$ cat src/rtl/id_ex_stage.sv
// ID/EX pipeline register with EX/MEM and MEM/WB operand forwarding,
// load-use bubble insertion, external stall/flush and illegal ALU op flagging.
module id_ex_stage #(
    parameter int unsigned XLEN   = 32,
    parameter int unsigned REG_AW = 5
) (
    input  logic              clk,
    input  logic              rst_n,
    input  logic              id_valid,
    input  logic [XLEN-1:0]   id_pc,
    input  logic [REG_AW-1:0] id_rs1,
    input  logic [REG_AW-1:0] id_rs2,
    input  logic [XLEN-1:0]   id_rs1_data,
    input  logic [XLEN-1:0]   id_rs2_data,
    input  logic [XLEN-1:0]   id_imm,
    input  logic              id_use_imm,
    input  logic              id_use_rs2,
    input  logic [3:0]        id_alu_ctrl,
    input  logic [REG_AW-1:0] id_rd,
    input  logic              id_reg_we,
    input  logic              id_mem_rd,
    input  logic              id_mem_wr,
    input  logic              stall,
    input  logic              flush,
    input  logic [REG_AW-1:0] exmem_rd,
    input  logic              exmem_reg_we,
    input  logic [XLEN-1:0]   exmem_result,
    input  logic [REG_AW-1:0] memwb_rd,
    input  logic              memwb_reg_we,
    input  logic [XLEN-1:0]   memwb_result,
    output logic              ex_valid,
    output logic [XLEN-1:0]   alu_a,
    output logic [XLEN-1:0]   alu_b,
    output logic [3:0]        alu_ctrl,
    output logic [XLEN-1:0]   ex_pc,
    output logic [XLEN-1:0]   ex_store_data,
    output logic [REG_AW-1:0] ex_rd,
    output logic              ex_reg_we,
    output logic              ex_mem_rd,
    output logic              ex_mem_wr,
    output logic              ex_illegal,
    output logic              load_use_stall
);

    localparam int unsigned CTRL_W = 4;

    logic              valid_q,    valid_d;
    logic [XLEN-1:0]   pc_q,       pc_d;
    logic [REG_AW-1:0] rs1_q,      rs1_d;
    logic [REG_AW-1:0] rs2_q,      rs2_d;
    logic [XLEN-1:0]   rs1_data_q, rs1_data_d;
    logic [XLEN-1:0]   rs2_data_q, rs2_data_d;
    logic [XLEN-1:0]   imm_q,      imm_d;
    logic              use_imm_q,  use_imm_d;
    logic [CTRL_W-1:0] ctrl_q,     ctrl_d;
    logic [REG_AW-1:0] rd_q,       rd_d;
    logic              reg_we_q,   reg_we_d;
    logic              mem_rd_q,   mem_rd_d;
    logic              mem_wr_q,   mem_wr_d;
    logic              illegal_q,  illegal_d;

    logic              id_legal;
    logic [XLEN-1:0]   src1;
    logic [XLEN-1:0]   src2;

    always_comb begin
        id_legal = id_alu_ctrl inside {4'b0000, 4'b0001, 4'b0010, 4'b0100,
                                       4'b1000, 4'b1001, 4'b1010};
    end

    // Load in EX whose destination is read by the instruction now in decode.
    assign load_use_stall = valid_q && mem_rd_q && (rd_q != '0) && id_valid &&
                            ((id_rs1 == rd_q) || (id_use_rs2 && (id_rs2 == rd_q)));

    always_comb begin
        valid_d    = valid_q;
        pc_d       = pc_q;
        rs1_d      = rs1_q;
        rs2_d      = rs2_q;
        rs1_data_d = rs1_data_q;
        rs2_data_d = rs2_data_q;
        imm_d      = imm_q;
        use_imm_d  = use_imm_q;
        ctrl_d     = ctrl_q;
        rd_d       = rd_q;
        reg_we_d   = reg_we_q;
        mem_rd_d   = mem_rd_q;
        mem_wr_d   = mem_wr_q;
        illegal_d  = illegal_q;
        if (flush || (!stall && load_use_stall)) begin
            valid_d   = 1'b0;
            reg_we_d  = 1'b0;
            mem_rd_d  = 1'b0;
            mem_wr_d  = 1'b0;
            illegal_d = 1'b0;
        end else if (!stall) begin
            valid_d    = id_valid;
            pc_d       = id_pc;
            rs1_d      = id_rs1;
            rs2_d      = id_rs2;
            rs1_data_d = id_rs1_data;
            rs2_data_d = id_rs2_data;
            imm_d      = id_imm;
            use_imm_d  = id_use_imm;
            ctrl_d     = id_alu_ctrl;
            rd_d       = id_rd;
            reg_we_d   = id_reg_we && id_valid && id_legal;
            mem_rd_d   = id_mem_rd && id_valid && id_legal;
            mem_wr_d   = id_mem_wr && id_valid && id_legal;
            illegal_d  = id_valid && !id_legal;
        end
    end

    always_ff @(posedge clk or negedge rst_n) begin
        if (!rst_n) begin
            valid_q    <= 1'b0;
            pc_q       <= '0;
            rs1_q      <= '0;
            rs2_q      <= '0;
            rs1_data_q <= '0;
            rs2_data_q <= '0;
            imm_q      <= '0;
            use_imm_q  <= 1'b0;
            ctrl_q     <= '0;
            rd_q       <= '0;
            reg_we_q   <= 1'b0;
            mem_rd_q   <= 1'b0;
            mem_wr_q   <= 1'b0;
            illegal_q  <= 1'b0;
        end else begin
            valid_q    <= valid_d;
            pc_q       <= pc_d;
            rs1_q      <= rs1_d;
            rs2_q      <= rs2_d;
            rs1_data_q <= rs1_data_d;
            rs2_data_q <= rs2_data_d;
            imm_q      <= imm_d;
            use_imm_q  <= use_imm_d;
            ctrl_q     <= ctrl_d;
            rd_q       <= rd_d;
            reg_we_q   <= reg_we_d;
            mem_rd_q   <= mem_rd_d;
            mem_wr_q   <= mem_wr_d;
            illegal_q  <= illegal_d;
        end
    end

    // Forwarding: EX/MEM beats MEM/WB; x0 is never forwarded.
    always_comb begin
        src1 = rs1_data_q;
        if (exmem_reg_we && (exmem_rd != '0) && (exmem_rd == rs1_q)) begin
            src1 = exmem_result;
        end else if (memwb_reg_we && (memwb_rd != '0) && (memwb_rd == rs1_q)) begin
            src1 = memwb_result;
        end
    end

    always_comb begin
        src2 = rs2_data_q;
        if (exmem_reg_we && (exmem_rd != '0) && (exmem_rd == rs2_q)) begin
            src2 = exmem_result;
        end else if (memwb_reg_we && (memwb_rd != '0) && (memwb_rd == rs2_q)) begin
            src2 = memwb_result;
        end
    end

    assign ex_valid      = valid_q;
    assign alu_a         = src1;
    assign alu_b         = use_imm_q ? imm_q : src2;
    assign alu_ctrl      = ctrl_q;
    assign ex_pc         = pc_q;
    assign ex_store_data = src2;
    assign ex_rd         = rd_q;
    assign ex_reg_we     = reg_we_q && valid_q;
    assign ex_mem_rd     = mem_rd_q && valid_q;
    assign ex_mem_wr     = mem_wr_q && valid_q;
    assign ex_illegal    = illegal_q;

endmodule

$ cat config.mk
export PLATFORM = sky130hd
export DESIGN_NAME = id_ex_stage
export DESIGN_NICKNAME = d
export VERILOG_FILES = /design/src/rtl/id_ex_stage.sv
export SDC_FILE = /design/constraint.sdc
export NUM_CORES = 1
export LEC_CHECK = 0
export CORE_MARGIN = 5
export CORE_UTILIZATION = 43
export CTS_BUF_LIST = sky130_fd_sc_hd__clkbuf_8
export DETAILED_ROUTE_END_ITERATION = 16
export PLACE_DENSITY = 0.87
export SYNTH_ARGS = -nofsm -noshare
export SYNTH_HDL_FRONTEND = slang
export SYNTH_SLANG_ARGS = --single-unit
$ cat constraint.sdc
create_clock -name clk -period 3.3 [get_ports clk]
set_input_delay 0.495 -clock clk [delete_from_list [all_inputs] [get_ports clk]]
set_output_delay 0.495 -clock clk [all_outputs]
set_load 0.005 [all_outputs]
======== Word level (Yosys, flattened, before mapping) ========
Index checks and enable logic that the tools add are counted.
storage, ports and cells
  flip-flop bits (word level) ............. 153
  memories ................................ 0
  word-level logic and storage cells ...... 75
  input port bits ......................... 233
  output and inout bits ................... 143
  bits in writable memories ............... 0
  latch bits .............................. 0
  ROM bits ................................ 0
operators by class
  equal/unequal tests ..................... 13
  shift operators ......................... 0
  reductions and logical operators ........ 31
  div/mod/pow operators ................... 0
  multipliers ............................. 0
  magnitude comparators ................... 0
  mux-type cells .......................... 15
  add/sub/neg operators ................... 0
  bitwise operators ....................... 2
operator list
  operator                                                                 count
  32-bit 2-to-1 mux                                                        5
  5-bit == test                                                            6
  1-bit logical AND                                                        21
  5-bit nonzero test                                                       3
  4-bit == test, second input constant                                     3
  1-bit 2-to-1 mux                                                         10
  7-bit nonzero test                                                       1
  4-bit by 1-bit == test with 1-bit output, second input constant          1
  4-bit by 2-bit == test with 1-bit output, second input constant          1
  4-bit by 3-bit == test with 1-bit output, second input constant          1
  4-bit logical NOT                                                        1
  1-bit logical NOT                                                        2
  1-bit logical OR                                                         2
  2-bit by 1-bit inequality test with 1-bit output, second input constant  1
  1-bit inverter                                                           2
  2-bit AND reduction                                                      1

======== Longest topological paths before layout ========
  depth in word-level cells ............... 8
  depth in mapped cells ................... 8
  mapped depth without buffers ............ 5

======== Worst setup path before layout ========
OpenSTA, ideal clock, no wires.
  path type ............................... input -> output
  start point ............................. input memwb_rd[1]
  end point ............................... output alu_b[10]
  stages on the path ...................... 7
  setup slack ............................. 0.654 ns
  arrival ................................. 2.151 ns
  required time ........................... 2.805 ns
  buffers on the path ..................... 2
  cell sequence ........................... or4_1 o21a_1 clkbuf_1 nand3_1 clkbuf_1 a221oi_1 o31ai_1
between the ends
  longest elaborated chain between the ends .. 6
  elaborated cells between the ends (all ways) .. 7
  those cells by class .................... eq/ne: 1; mux: 3; reduce/logical: 3
RTL lines
  item                 line  text
  start: declaration   28    input logic [REG_AW-1:0] memwb_rd,
  5-bit nonzero test   162   end else if (memwb_reg_we && (memwb_rd != '0) && (memwb_rd == rs2_q)) begin
  1-bit logical AND    162
  1-bit logical AND *  162
  32-bit 2-to-1 mux *  162
  32-bit 2-to-1 mux *  160   if (exmem_reg_we && (exmem_rd != '0) && (exmem_rd == rs2_q)) begin
  32-bit 2-to-1 mux *  169   assign alu_b = use_imm_q ? imm_q : src2;
  end: declaration     33    output logic [XLEN-1:0] alu_b,
Mark *: on every way between the ends. The rest lies on a longest branch, timed or not.

======== Worst setup path in the final report ========
  start point ............................. input memwb_rd[4]
  end point ............................... output alu_b[8]
Same word-level chain as after synthesis.

==> flow_metrics.tcl <==
set metrics [dict create \
    final_common_cell "clkdlybuf4s50_1" \
    synth.distinct_cells 32 \
    p_leak_nw 5.76 \
    violations "setup timing" \
    cts_sinks 153 \
    start_util_pct 43.9 \
    finalCriticalPeriod_ns 3.33 \
    dp_hpwl_um 22400 \
    fp.dieW_um 146 \
    dr_wl_met3_um 2610 \
    start_kind "input port" \
    dieHeight_um 146 \
    clkLatencyLatePin_ns 0.46 \
    status "finished, violations left" \
    post_synth.cell_area_avg_um2 11.1 \
    grt_max_degree 79 \
    drc_errors 0 \
    grt_antenna_before_repair 2 \
    required_ns 2.80 \
    power_density_mw_per_mm2 437 \
    drtIter0Drc 344 \
    vias_per_cell 5.60 \
    dieArea_mm2 0.0213 \
    timing.final.ws_setup_ns -0.0260 \
    drive_gt1_share_pct 24.8 \
    grt_pass1_wl_um 45800 \
    root_buffer "clkbuf_8" \
    hold_violations 0 \
    ctsHtreeMaxLevel 4 \
    cts_tree "yes" \
    ys_warn_count 0 \
    postRouteAntennaNets 0 \
    worst_pin_slew_ns 0.677 \
    grt_pass1_vias 8301 \
    setup.worst_path.class "input port to output pin" \
    cap_violations 0 \
    ir_drop_mv 0.277 \
    synthCells 714 \
    core_mm2 0.0181 \
    io_pins 376 \
    cts_buffer_depth 2 \
    finalNetCount 1371 \
    overflow 0 \
    syn-num-nets 947 \
    place.gp.congestion 0.862 \
    synth_edf_count 0 \
    ys_async_sr_fraction_pct 100 \
    finalWirelength_um 31500 \
    power_w 0.00588 \
    ys_seq_area_share_pct 48.2 \
    grt_usage_pct 27.2 \
    final_util_pct 74.4 \
    drv_slew 0 \
    finalSetupViolations 1 \
    timing.fmax_ghz 0.301 \
    skew_ns 0.0173 \
    post-route-period-util_pct 101 \
    crit_fanout 4 \
    via_count 7742 \
    topRoutingLayerUsed "met4" \
    worstHoldPathType "input port to async pin" \
    wl_met2_um 15800 \
    setup_tns_ns -0.0260 \
    rows 49 \
    endpoint_kind "output pin" \
    rsz0062_at_grt "yes" \
    whs_ns 0.0379 \
    relSlewSlack_pct 54.8 \
    firstDrtPassIters 5 \
    area_growth_pct 69.3 \
    wl_per_cell_um 22.8 \
    synth_ff_type "dfrtp_1" \
    m1WireLength_um 11700 \
    ys_ff_latch 153 \
    final_cell_mix "clkdlybuf4s50_1, dfrtp_1, nor2_1" \
    arrival_ns 2.83 \
    syn_area_mm2 0.00795 \
    numCtsBuffers 17 \
    cts_hold_buf 0 \
    clk_pin_slew_worst_paths_ns 0.09 \
    portBuffers 375 \
]
[report_power, final]
part | leakage (nW) | switching, W | internal [W]
clock network | 0.214 | 0.000817 | 0.000707
registers | 1.80 | 0.000218 | 0.00214
logic | 3.75 | 0.000788 | 0.00121
[path summary, 6_finish.rpt]
kind                            cells past startpoint  slack [ns]            from             end
worst min-delay path                                1        0.04           rst_n   rs1_data_q[0]
min in group clk                                    1        0.49  rs1_data_q[11]  rs1_data_q[11]
max in group asynchronous                           2        2.47           rst_n        rs2_q[2]
worst max-delay path                               12       -0.03     memwb_rd[4]        alu_b[8]
worst min register to register                      1        0.49  rs1_data_q[11]  rs1_data_q[11]
worst max register to register                      5        0.68        ex_rd[1]       imm_q[24]
[cells by family after synthesis]
kind of cell | Yosys count | synth area share [%]
buf+inv | 54 | 3.10
simple gates | 188 | 10.5
compound gates | 109 | 9.95
flops | 153 | 48.2
mux | 180 | 25.0
xor+xnor | 30 | 3.31
[what timing repair did]
| item | in CTS | in global routing |
|---|---|---|
| pin swaps | 9 | 23 |
| setup endpoints to repair | 96 | 61 |
| gates resized for setup | 121 | 129 |
| gates cloned | 0 | 4 |
| setup buffers | 6 | 13 |
[per-stage QoR]
stage,area (um^2),setup WS (ns),cells
2_1_floorplan,7950,0.654,714
3_3_place_gp,12400,-0.269,1329
3_5_place_dp,12400,-0.303,1329
4_1_cts,13000,-0.234,1367
5_1_grt,13500,-0.108,1382
6_report,13500,-0.0260,1382
[state kept, by name (all words and copies together) (netlist names)]
name	flops
ex_pc	32
imm_q	32
rs1_data_q	32
rs2_data_q	32
ex_rd	5
rs1_q	5
rs2_q	5
alu_ctrl	4
ex_illegal	1
ex_valid	1
mem_rd_q	1
mem_wr_q	1
reg_we_q	1
use_imm_q	1
[per-layer routing]
layer | up-vias | GRT usage, %
met1 | 3773 | 30.7
met3 | 102 | 8.38
met2 | 416 | 47.9
met5 | - | 0
li1 | 3451 | -
met4 | 0 | 11.0
[cells in the mapped netlist, types with 3 or more instances]
master | n | area (um^2)
a21oi_1 | 32 | 160
clkbuf_1 | 35 | 131
mux2_2 | 83 | 935
nor2_1 | 101 | 379
buf_2 | 11 | 55.1
o31ai_1 | 32 | 240
and2_1 | 4 | 25.0
nand3_1 | 3 | 15.0
xnor2_1 | 20 | 175
a221oi_1 | 32 | 280
buf_4 | 8 | 60.1
mux2i_1 | 32 | 320
mux2_1 | 65 | 732
and3_1 | 32 | 200
or4_1 | 4 | 30.0
a22o_1 | 4 | 35.0
xor2_1 | 10 | 87.6
nand2_1 | 37 | 139
dfrtp_1 | 153 | 3830
[area by class of cell]
class,count,area [um^2]
Tap cell,229,287
Clock buffer,17,234
Antenna cell,2,5.00
Sequential cell,153,3830
Multi-Input combinational cell,507,4430
Timing Repair Buffer,459,4500
Fill cell,1263,4630
Clock inverter,15,176
[worst max-delay path: stages]
cell	delay [ns]
clkdlybuf4s50_1	0.42
or4_4	0.52
o21a_4	0.26
nand3_4	0.11
buf_6	0.11
buf_12	0.11
buf_4	0.12
buf_4	0.12
a221oi_4	0.07
buf_4	0.16
o31ai_4	0.20
buf_2	0.14
No activity file was read; power rests on OpenSTA's default activity.
